## config.mk

```make
export PLATFORM = sky130hd
export DESIGN_NAME = flash_sample_reader_flat
export DESIGN_NICKNAME = d
export VERILOG_FILES = /design/src/rtl/jukebox_pkg.sv /design/src/rtl/flash_sample_reader_if.sv /design/src/rtl/flash_sample_reader.sv /design/src/flat_wrapper.sv
export SDC_FILE = /design/constraint.sdc
export NUM_CORES = 1
export LEC_CHECK = 0
export CORE_UTILIZATION = 54
export DETAILED_ROUTE_END_ITERATION = 7
export PLACE_DENSITY = 0.81
export SYNTH_ARGS = -nofsm -noshare
export SYNTH_HDL_FRONTEND = slang
export SYNTH_SLANG_ARGS = --single-unit
```

## constraint.sdc

```tcl
create_clock -name clk -period 5.45 [get_ports clk]
set_clock_uncertainty 0.2 [all_clocks]
set_input_delay 0.545 -clock clk [delete_from_list [all_inputs] [get_ports clk]]
set_output_delay 0.545 -clock clk [all_outputs]
set_load 0.02 [all_outputs]
```

## src/rtl/jukebox_pkg.sv

```systemverilog
`default_nettype none
// ============================================================================
// Module   : jukebox_pkg
// Purpose  : Shared types and constants for the jukebox flash sample path.
//            Holds the flash_sample_reader state encoding, the default
//            flash address/data widths and the all-lanes byte-enable value.
// Ports    : none (package)
// Revision : 1.0 - initial release
// ============================================================================
package jukebox_pkg;

    // Default flash geometry: 23-bit word address, 32-bit data word.
    localparam int ADDR_W_DEF = 23;
    localparam int DATA_W_DEF = 32;

    // Every flash read fetches the full 32-bit word.
    localparam logic [3:0] BYTEENABLE_ALL = 4'hF;

    // Reader sequencing states.
    typedef enum logic [2:0] {
        FSR_IDLE       = 3'd0,
        FSR_REQ        = 3'd1,
        FSR_WAIT_DATA  = 3'd2,
        FSR_OUT_FIRST  = 3'd3,
        FSR_OUT_SECOND = 3'd4,
        FSR_NEXT       = 3'd5,
        FSR_DONE       = 3'd6
    } fsr_state_t;

endpackage
`default_nettype wire

```

## src/rtl/flash_sample_reader_if.sv

```systemverilog
`default_nettype none
// ============================================================================
// Module   : flash_sample_reader_if
// Purpose  : Bundles the Avalon-MM flash read bus and the audio sample
//            valid/ready stream driven by flash_sample_reader.
// Signals  : flash_address/flash_read/flash_byteenable  master -> flash
//            flash_waitrequest/readdata/readdatavalid     flash  -> master
//            sample_data/sample_valid                     master -> codec
//            sample_ready                                 codec  -> master
// Modports : master (reader side), slave (flash + codec side)
// Revision : 1.0 - initial release
// ============================================================================
interface flash_sample_reader_if
    import jukebox_pkg::*;
#(
    parameter int ADDR_W = ADDR_W_DEF,
    parameter int DATA_W = DATA_W_DEF
);

    logic [ADDR_W-1:0]          flash_address;
    logic                       flash_read;
    logic [3:0]                 flash_byteenable;
    logic                       flash_waitrequest;
    logic [DATA_W-1:0]          flash_readdata;
    logic                       flash_readdatavalid;

    logic signed [DATA_W/2-1:0] sample_data;
    logic                       sample_valid;
    logic                       sample_ready;

    modport master (
        output flash_address,
        output flash_read,
        output flash_byteenable,
        input  flash_waitrequest,
        input  flash_readdata,
        input  flash_readdatavalid,
        output sample_data,
        output sample_valid,
        input  sample_ready
    );

    modport slave (
        input  flash_address,
        input  flash_read,
        input  flash_byteenable,
        output flash_waitrequest,
        output flash_readdata,
        output flash_readdatavalid,
        input  sample_data,
        input  sample_valid,
        output sample_ready
    );

endinterface
`default_nettype wire

```

## src/rtl/flash_sample_reader.sv

```systemverilog
`default_nettype none
// ============================================================================
// Module   : flash_sample_reader
// Purpose  : Avalon-MM read master that walks an inclusive word-address range
//            of the song flash, forward or reverse, and splits each 32-bit
//            word into two signed 16-bit samples for the audio output stage.
// Ports    : clk, rst_n              clock, async active-low reset
//            start                   one-cycle pulse, latches range/direction
//            direction               0 = start->end, 1 = end->start
//            pause                   level, holds off new flash reads
//            start_addr, end_addr    inclusive word range
//            busy, done              status / one-cycle end-of-range pulse
//            bus (master modport)    flash read bus + sample stream
// Revision : 1.0 - initial release
// ============================================================================
module flash_sample_reader
    import jukebox_pkg::*;
#(
    parameter int ADDR_W = ADDR_W_DEF,
    parameter int DATA_W = DATA_W_DEF,
    parameter int LOOP   = 0
) (
    input  wire logic              clk,
    input  wire logic              rst_n,
    input  wire logic              start,
    input  wire logic              direction,
    input  wire logic              pause,
    input  wire logic [ADDR_W-1:0] start_addr,
    input  wire logic [ADDR_W-1:0] end_addr,
    output logic                   busy,
    output logic                   done,
    flash_sample_reader_if.master  bus
);

    localparam int                SAMPLE_W = DATA_W / 2;
    localparam logic [ADDR_W-1:0] ADDR_ONE = ADDR_W'(1);

    fsr_state_t                 r_state;
    logic [ADDR_W-1:0]          r_lo_addr;
    logic [ADDR_W-1:0]          r_hi_addr;
    logic [ADDR_W-1:0]          r_cur_addr;
    logic                       r_dir;
    logic [DATA_W-1:0]          r_word;

    logic [ADDR_W-1:0]          r_flash_address;
    logic                       r_flash_read;
    logic signed [SAMPLE_W-1:0] r_sample_data;
    logic                       r_sample_valid;
    logic                       r_busy;
    logic                       r_done;

    logic                       w_terminal;
    logic [ADDR_W-1:0]          w_first_addr;
    logic [ADDR_W-1:0]          w_step_addr;
    logic [ADDR_W-1:0]          w_next_addr;
    logic                       w_take;
    logic [SAMPLE_W-1:0]        w_rd_lo;
    logic [SAMPLE_W-1:0]        w_rd_hi;
    logic [SAMPLE_W-1:0]        w_word_lo;
    logic [SAMPLE_W-1:0]        w_word_hi;

    // Terminal word is the far end of the range in the walking direction.
    assign w_terminal   = r_dir ? (r_cur_addr == r_lo_addr) : (r_cur_addr == r_hi_addr);
    assign w_first_addr = r_dir ? r_hi_addr : r_lo_addr;
    assign w_step_addr  = r_dir ? (r_cur_addr - ADDR_ONE) : (r_cur_addr + ADDR_ONE);
    // In looping mode the terminal word is followed by the first word again.
    assign w_next_addr  = w_terminal ? w_first_addr : w_step_addr;

    assign w_take    = r_sample_valid & bus.sample_ready;
    assign w_rd_lo   = bus.flash_readdata[SAMPLE_W-1:0];
    assign w_rd_hi   = bus.flash_readdata[DATA_W-1:SAMPLE_W];
    assign w_word_lo = r_word[SAMPLE_W-1:0];
    assign w_word_hi = r_word[DATA_W-1:SAMPLE_W];

    assign bus.flash_address    = r_flash_address;
    assign bus.flash_read       = r_flash_read;
    assign bus.flash_byteenable = BYTEENABLE_ALL;
    assign bus.sample_data      = r_sample_data;
    assign bus.sample_valid     = r_sample_valid;
    assign busy                 = r_busy;
    assign done                 = r_done;

    always_ff @(posedge clk or negedge rst_n) begin
        if (!rst_n) begin
            r_state         <= FSR_IDLE;
            r_lo_addr       <= '0;
            r_hi_addr       <= '0;
            r_cur_addr      <= '0;
            r_dir           <= 1'b0;
            r_word          <= '0;
            r_flash_address <= '0;
            r_flash_read    <= 1'b0;
            r_sample_data   <= '0;
            r_sample_valid  <= 1'b0;
            r_busy          <= 1'b0;
            r_done          <= 1'b0;
        end else begin
            case (r_state)
                FSR_IDLE: begin
                    if (start) begin
                        r_lo_addr <= start_addr;
                        r_hi_addr <= end_addr;
                        r_dir     <= direction;
                        r_busy    <= 1'b1;
                        if (start_addr > end_addr) begin
                            // Empty range: finish without touching the flash.
                            r_state <= FSR_DONE;
                        end else begin
                            r_cur_addr      <= direction ? end_addr : start_addr;
                            r_flash_address <= direction ? end_addr : start_addr;
                            r_flash_read    <= 1'b1;
                            r_state         <= FSR_REQ;
                        end
                    end
                end

                FSR_REQ: begin
                    // Address and read stay put until the slave stops stalling.
                    if (!bus.flash_waitrequest) begin
                        r_flash_read <= 1'b0;
                        r_state      <= FSR_WAIT_DATA;
                    end
                end

                FSR_WAIT_DATA: begin
                    if (bus.flash_readdatavalid) begin
                        r_word         <= bus.flash_readdata;
                        // Reverse playback emits the upper half first so the
                        // sample order is the exact mirror of forward play.
                        r_sample_data  <= r_dir ? w_rd_hi : w_rd_lo;
                        r_sample_valid <= 1'b1;
                        r_state        <= FSR_OUT_FIRST;
                    end
                end

                FSR_OUT_FIRST: begin
                    if (w_take) begin
                        r_sample_data <= r_dir ? w_word_lo : w_word_hi;
                        r_state       <= FSR_OUT_SECOND;
                    end
                end

                FSR_OUT_SECOND: begin
                    if (w_take) begin
                        r_sample_valid <= 1'b0;
                        r_state        <= FSR_NEXT;
                    end
                end

                FSR_NEXT: begin
                    // The address only moves when the next read is issued, so
                    // waiting here under pause never skips a word.
                    if (w_terminal && (LOOP == 0)) begin
                        r_done  <= 1'b1;
                        r_state <= FSR_DONE;
                    end else if (!pause) begin
                        r_cur_addr      <= w_next_addr;
                        r_flash_address <= w_next_addr;
                        r_flash_read    <= 1'b1;
                        r_state         <= FSR_REQ;
                    end
                end

                FSR_DONE: begin
                    // Entered with done already raised after a normal walk;
                    // an empty range arrives with done low and raises it here.
                    if (!r_done) begin
                        r_done <= 1'b1;
                    end else begin
                        r_done  <= 1'b0;
                        r_busy  <= 1'b0;
                        r_state <= FSR_IDLE;
                    end
                end

                default: begin
                    r_flash_read   <= 1'b0;
                    r_sample_valid <= 1'b0;
                    r_busy         <= 1'b0;
                    r_done         <= 1'b0;
                    r_state        <= FSR_IDLE;
                end
            endcase
        end
    end

endmodule
`default_nettype wire

```

## src/flat_wrapper.sv

```systemverilog
// flat-port wrapper written by rule: the top's interface ports become plain ports
module flash_sample_reader_flat import jukebox_pkg::*;
#(
    parameter int ADDR_W = ADDR_W_DEF,
    parameter int DATA_W = DATA_W_DEF,
    parameter int LOOP   = 0
)
  (clk, rst_n, start, direction, pause, start_addr, end_addr, busy, done, bus_flash_address, bus_flash_read, bus_flash_byteenable, bus_flash_waitrequest, bus_flash_readdata, bus_flash_readdatavalid, bus_sample_data, bus_sample_valid, bus_sample_ready);
  flash_sample_reader_if #(.ADDR_W(ADDR_W), .DATA_W(DATA_W)) bus_i ();
  input  wire logic clk;
  input  wire logic rst_n;
  input  wire logic start;
  input  wire logic direction;
  input  wire logic pause;
  input  wire logic [ADDR_W-1:0] start_addr;
  input  wire logic [ADDR_W-1:0] end_addr;
  output logic busy;
  output logic done;
  output wire logic [$bits(bus_i.flash_address)-1:0] bus_flash_address;
  output wire logic [$bits(bus_i.flash_read)-1:0] bus_flash_read;
  output wire logic [$bits(bus_i.flash_byteenable)-1:0] bus_flash_byteenable;
  input wire logic [$bits(bus_i.flash_waitrequest)-1:0] bus_flash_waitrequest;
  input wire logic [$bits(bus_i.flash_readdata)-1:0] bus_flash_readdata;
  input wire logic [$bits(bus_i.flash_readdatavalid)-1:0] bus_flash_readdatavalid;
  output wire logic [$bits(bus_i.sample_data)-1:0] bus_sample_data;
  output wire logic [$bits(bus_i.sample_valid)-1:0] bus_sample_valid;
  input wire logic [$bits(bus_i.sample_ready)-1:0] bus_sample_ready;
  assign bus_flash_address = bus_i.flash_address;
  assign bus_flash_read = bus_i.flash_read;
  assign bus_flash_byteenable = bus_i.flash_byteenable;
  assign bus_i.flash_waitrequest = bus_flash_waitrequest;
  assign bus_i.flash_readdata = bus_flash_readdata;
  assign bus_i.flash_readdatavalid = bus_flash_readdatavalid;
  assign bus_sample_data = bus_i.sample_data;
  assign bus_sample_valid = bus_i.sample_valid;
  assign bus_i.sample_ready = bus_sample_ready;
  flash_sample_reader #(.ADDR_W(ADDR_W), .DATA_W(DATA_W), .LOOP(LOOP)) u_core (.clk(clk), .rst_n(rst_n), .start(start), .direction(direction), .pause(pause), .start_addr(start_addr), .end_addr(end_addr), .busy(busy), .done(done), .bus(bus_i));
endmodule
```

=== Yosys cells after proc, flatten, opt, wreduce, memory -nomap -nowiden ===
Cells that the tools add are included.

* Register bits: 125
* Latch bits: 0
* Memory bits (writable): 0
* Bits in read-only memories: 0
* Input bits: 86
* Output and inout bits: 47
* Word-level logic and storage cells: 92
* Memories kept: 0

* Add/sub/neg operators: 2
* Multipliers: 0
* Div/mod/pow operators: 0
* $lt $le $gt $ge: 1
* Equal/unequal tests: 19
* Shift-type cells: 0
* Muxes and demuxes: 38
* Bitwise logic cells: 5
* Reductions and logical operators: 16

{| class="wikitable"
|+ Operator list
! operator !! number
|-
| $mux W23 || 6
|-
| $mux W16 || 4
|-
| $eq A23 B23 Y1 || 2
|-
| $pmux W23 S2 || 1
|-
| $pmux W16 S2 || 1
|-
| $mux W3 || 9
|-
| $add A23 B1 Y23 const B || 1
|-
| $gt A23 B23 Y1 || 1
|-
| $sub A23 B1 Y23 const B || 1
|-
| $pmux W3 S7 || 1
|-
| $reduce_or A5 Y1 || 3
|-
| $mux W1 || 12
|-
| $ne A2 B2 Y1 const B || 6
|-
| $eq A3 B3 Y1 const B || 3
|-
| $pmux W1 S3 || 3
|-
| $reduce_and A3 Y1 || 3
|-
| $ne A2 B1 Y1 const B || 4
|-
| $reduce_and A7 Y1 || 1
|-
| $eq A3 B2 Y1 const B || 2
|-
| $reduce_and A2 Y1 || 3
|-
| $reduce_and A6 Y1 || 1
|-
| $reduce_and A5 Y1 || 1
|-
| $not A1 Y1 || 4
|-
| $pmux W1 S4 || 1
|-
| 6 further kinds || 7
|}

=== Longest topological paths before layout ===
* Word-level depth: 5
* Depth in mapped cells: 13
* Depth with buffers taken out: 10

=== Worst setup path after synthesis ===
Ideal clock, no wire load.

* Path type: reg-to-reg
* Start: reg u_core.r_dir
* End: reg u_core.r_flash_address[22], in the netlist u_core.bus.flash_address[22]
* Setup time: 0.129 ns
* Data arrival time: 3.557 ns
* Data required time: 5.121 ns
* Path slack: 1.565 ns
* Cell stages (with the launch flop): 14
* Buffers on the path: 3
* Clock period less this slack: 3.885 ns
* Cells stage by stage: dfrtp_1 -> buf_6 -> buf_6 -> buf_2 -> inv_1 -> fa_1 -> nand2b_1 -> a21o_1 -> a21o_1 -> o211ai_1 -> a41oi_1 -> o21a_1 -> o311a_1 -> a2111o_1

* Cells in the longest elaborated chain, start to end: 4
* Elaborated cells between the ends (all ways): 7
* Classes of those cells: eq/ne (1); mux (5); reduce/logical (1)

{| class="wikitable"
|+ Ends and longest elaborated chain
! element !! line !! text
|-
| from (decl) || flash_sample_reader.sv:42 || <nowiki>logic r_dir;</nowiki>
|-
| from (signal assigned) || flash_sample_reader.sv:103 || <nowiki>r_dir <= direction;</nowiki>
|-
| $mux W23 || flash_sample_reader.sv:65 || <nowiki>assign w_step_addr = r_dir ? (r_cur_addr - ADDR_ONE) : (r_cur_addr + ADDR_ONE);</nowiki>
|-
| $mux W23 || flash_sample_reader.sv:156 || <nowiki>end else if (!pause) begin</nowiki>
|-
| $mux W23 || flash_sample_reader.sv:153 || <nowiki>if (w_terminal && (LOOP == 0)) begin</nowiki>
|-
| $pmux W23 S2 || flash_sample_reader.sv:98 || <nowiki>case (r_state)</nowiki>
|-
| to (signal assigned) || flash_sample_reader.sv:110 || <nowiki>r_flash_address <= direction ? end_addr : start_addr;</nowiki>
|-
| to (signal assigned) || flash_sample_reader.sv:158 || <nowiki>r_flash_address <= w_next_addr;</nowiki>
|-
| to (decl) || flash_sample_reader.sv:45 || <nowiki>logic [ADDR_W-1:0] r_flash_address;</nowiki>
|}

Parallel ways exist; a longest one is shown, timed or not. The select of a mux whose other input is x is not followed.
A chain may end at the register's enable or synchronous reset.

=== Final worst setup path ===
* Start: in end_addr[22]
* End: reg u_core.r_flash_address[21], in the netlist u_core.bus.flash_address[21]

* Cells in the longest elaborated chain, start to end: 3

{| class="wikitable"
|+ Ends and longest elaborated chain
! element !! line !! text
|-
| from (decl) || flat_wrapper.sv:16 || <nowiki>input wire logic [ADDR_W-1:0] end_addr;</nowiki>
|-
| $gt A23 B23 Y1 || flash_sample_reader.sv:105 || <nowiki>if (start_addr > end_addr) begin</nowiki>
|-
| $ne A2 B2 Y1 (no line) || n/a ||
|-
| $reduce_and A5 Y1 (no line) || n/a ||
|}

Every way passes these cells.

==> impl_metrics.json <==
{
  "status": "finished, final reports clean",
  "power_density_nw_per_um2": 639,
  "ir_drop_uv": 306,
  "cts_setup_buffers": 0,
  "placed_area_um2": 9360,
  "fin_area_um2": 9890,
  "rows": 43,
  "yosysMostFrequentCell": "dfrtp_1",
  "synth-seq-area-share_pct": 39.4,
  "ys_top_cells_by_area": "dfrtp_1 39%, mux2_2 14%, ha_1 6.9%",
  "worstSetupPathType": "in2reg",
  "clock_path_buffers": 2,
  "syn-cell-area_um2": 7940,
  "endpoint_kind": "flop",
  "power_w": 0.00632,
  "ant_nets": 0,
  "synth_cells": 720,
  "achievable-frequency_mhz": 241,
  "numCtsBuffers": 17,
  "root_buffer": "clkbuf_16",
  "cts_tree": "yes",
  "numPortBuffers": 128,
  "synth_top_cell_by_area": "dfrtp_1",
  "die_h_um": 123,
  "hold_class": "in2async",
  "hold_viol": 0,
  "fin_crit_ns": 4.16,
  "yosys_warnings": 0,
  "die_width_um": 123,
  "grt_pass1_wl_mm": 31.6,
  "start_util_pct": 56.3,
  "p_leak_nw": 4.32,
  "post_cts_resized": 0,
  "tritoncts_num_sinks": 125,
  "final_cells": 1036,
  "worstPathMaxFanout": 25,
  "clk_pin_slew_ns": 0.05,
  "drt-wirelength-per-cell_um": 19.1,
  "place_congestion": 0.929,
  "grt_pass1_vias": 6478,
  "worstMarginPinSlew_ns": 0.987,
  "syn_to_final_growth_pct": 24.6,
  "setup_viol": 0,
  "grt_max_degree": 79,
  "post-place-cells": 1004,
  "drt_iter0_drc": 470,
  "vias": 6278,
  "io_pins": 133,
  "synth-async-reset-ratio_pct": 100,
  "fin_tns_setup_ns": 0,
  "clk_latency_ns": 0.42,
  "drv_slew": 0,
  "firstDrtPassIters": 5,
  "cp.required_ns": 5.56,
  "coreArea_um2": 14100,
  "h-tree-depth": 4,
  "layout-drive-gt1-share_pct": 19.6,
  "rsz0062_at_grt": "false",
  "track_usage_pct": 27.4,
  "cap_violations": 0,
  "pre_cts_ws_ns": 0.864,
  "synth_ff_type": "dfrtp_1",
  "fin_crit_sh_pct": 76.3,
  "post_synth_num_cell_types": 55,
  "grt_antenna_before_repair": 0,
  "maxSlewHeadroom_pct": 34.2,
  "start_kind": "primary input",
  "fill_cells": 989,
  "ys_top_cells_by_count": "125 x dfrtp_1, 96 x mux2_2, 45 x a21oi_1, 45 x mux2i_1, 44 x ha_1",
  "synth_top_area_share_pct": 39.4,
  "viasPerCell": 6.06,
  "worstPathArrival_ns": 4.26,
  "worst_slack_ns": 1.29,
  "overflow": 0,
  "dieArea_um2": 15200,
  "layout.nets": 974,
  "ys_seq_elements": 125,
  "avgSynthCellArea_um2": 11.0,
  "hpwl_mm": 14.4,
  "diodes": 0,
  "synth-edff-count": 0,
  "drt-total-wl_mm": 19.8,
  "drc_errors": 0,
  "hold_buffers": 0
}
==> worst max-delay path, stage by stage <==
cell and delay [ns]:
clkdlybuf4s50_1 0.50, inv_1 0.05, ha_1 0.29, nand3_1 0.11, or3_1 0.45, nor4_1 0.42, and2_1 0.19, a31oi_1 0.10
a221oi_4 0.63, buf_4 0.43, mux2_4 0.33, a41o_1 0.20
==> layer usage <==
layer | part of all wire [%] | track usage (%)
met5 | 0 | 0
met4 | 2.6 | 12.3
met2 | 49 | 44.2
met1 | 42 | 35.6
met3 | 5.9 | 5.35
==> final timing paths <==
path                                                        start                                  endpoint  slack (ns)  depth (start not counted)
min                                                         rst_n             u_core.r_word[12]$_DFFE_PN0P_        0.06                          1
max in group asynchronous                                   rst_n          u_core.r_lo_addr[18]$_DFFE_PN0P_        3.77                          2
min in group clk           u_core.bus.sample_data[12]$_DFFE_PN0P_    u_core.bus.sample_data[12]$_DFFE_PN0P_        0.31                          1
max                                                  end_addr[22]  u_core.bus.flash_address[21]$_DFFE_PN0P_        1.29                         12
max reg2reg                              u_core.r_dir$_DFFE_PN0P_  u_core.bus.flash_address[21]$_DFFE_PN0P_        1.38                         10
min reg2reg                u_core.bus.sample_data[12]$_DFFE_PN0P_    u_core.bus.sample_data[12]$_DFFE_PN0P_        0.31                          1
==> cell families (layout without fill, tap and decap cells) <==
logic type	after synthesis	in the layout	share of synthesized area (%)
mux	169	169	26.2
fa+ha+maj	45	45	7.19
compound gates	142	142	11.3
buf+inv	78	211	4.29
xor+xnor	39	39	4.30
other cells	1	4	0.0472
flops	125	125	39.4
simple gates	121	121	7.30
==> report_power, final <==
| part | internal, W | switching, W | total [W] |
|---|---|---|---|
| registers | 0.00141 | 0.000418 | 0.00182 |
| logic | 0.00175 | 0.00174 | 0.00349 |
| clock network | 0.000601 | 0.000410 | 0.00101 |
==> stage by stage <==
| step | util [%] | hold slack (ns) |
|---|---|---|
| after floorplan | - | 0.0494 |
| after global placement | 66.4 | 0.285 |
| after detailed placement | 66.4 | 0.293 |
| after CTS | 70.2 | 0.132 |
| after global routing | 70.2 | 0.158 |
| final | 70.2 | 0.0647 |
==> cells in the final DEF (no fill, tap or decap), types with 3 or more instances in the layout <==
cell type and n:
a211oi_1 6, a21o_1 13, a21oi_1 45, a31oi_1 5
and3_1 6, buf_4 8, clkbuf_1 3, clkbuf_16 17
clkdlybuf4s50_1 127, clkinv_2 4, clkinvlp_4 4, conb_1 4
dfrtp_1 124, ha_1 44, inv_1 42, mux2_2 96
mux2_4 11, mux2i_1 45, mux4_2 17, nand2_1 41
nand2b_1 4, nand3_1 10, nand4_1 7, nor2_1 26
nor2b_1 7, nor3_1 4, nor4_1 5, o211ai_1 7
o21a_1 6, o21ai_0 37, or3_1 3, xnor2_1 28
xor2_1 11
==> final cells by class <==
class                      count  area, um^2  share of cell area [%]
tap                          180         225                    2.28
sequential                   125        3130                    31.6
timing repair buffer         136        1350                    13.7
clock inverter                10        67.6                   0.683
clock buffer                  22         464                    4.69
multi-input combinational    520        4490                    45.4
inverter                      43         161                    1.63
==> state kept, by name, indices dropped and copies added (netlist names), 3 cells and up <==
signal and flops:
u_core.r_lo_addr 23, u_core.r_word 32, u_core.bus.sample_data 16, u_core.r_state 3
u_core.bus.flash_address 23, u_core.r_hi_addr 23
No activity file was read; power rests on OpenSTA's default activity.
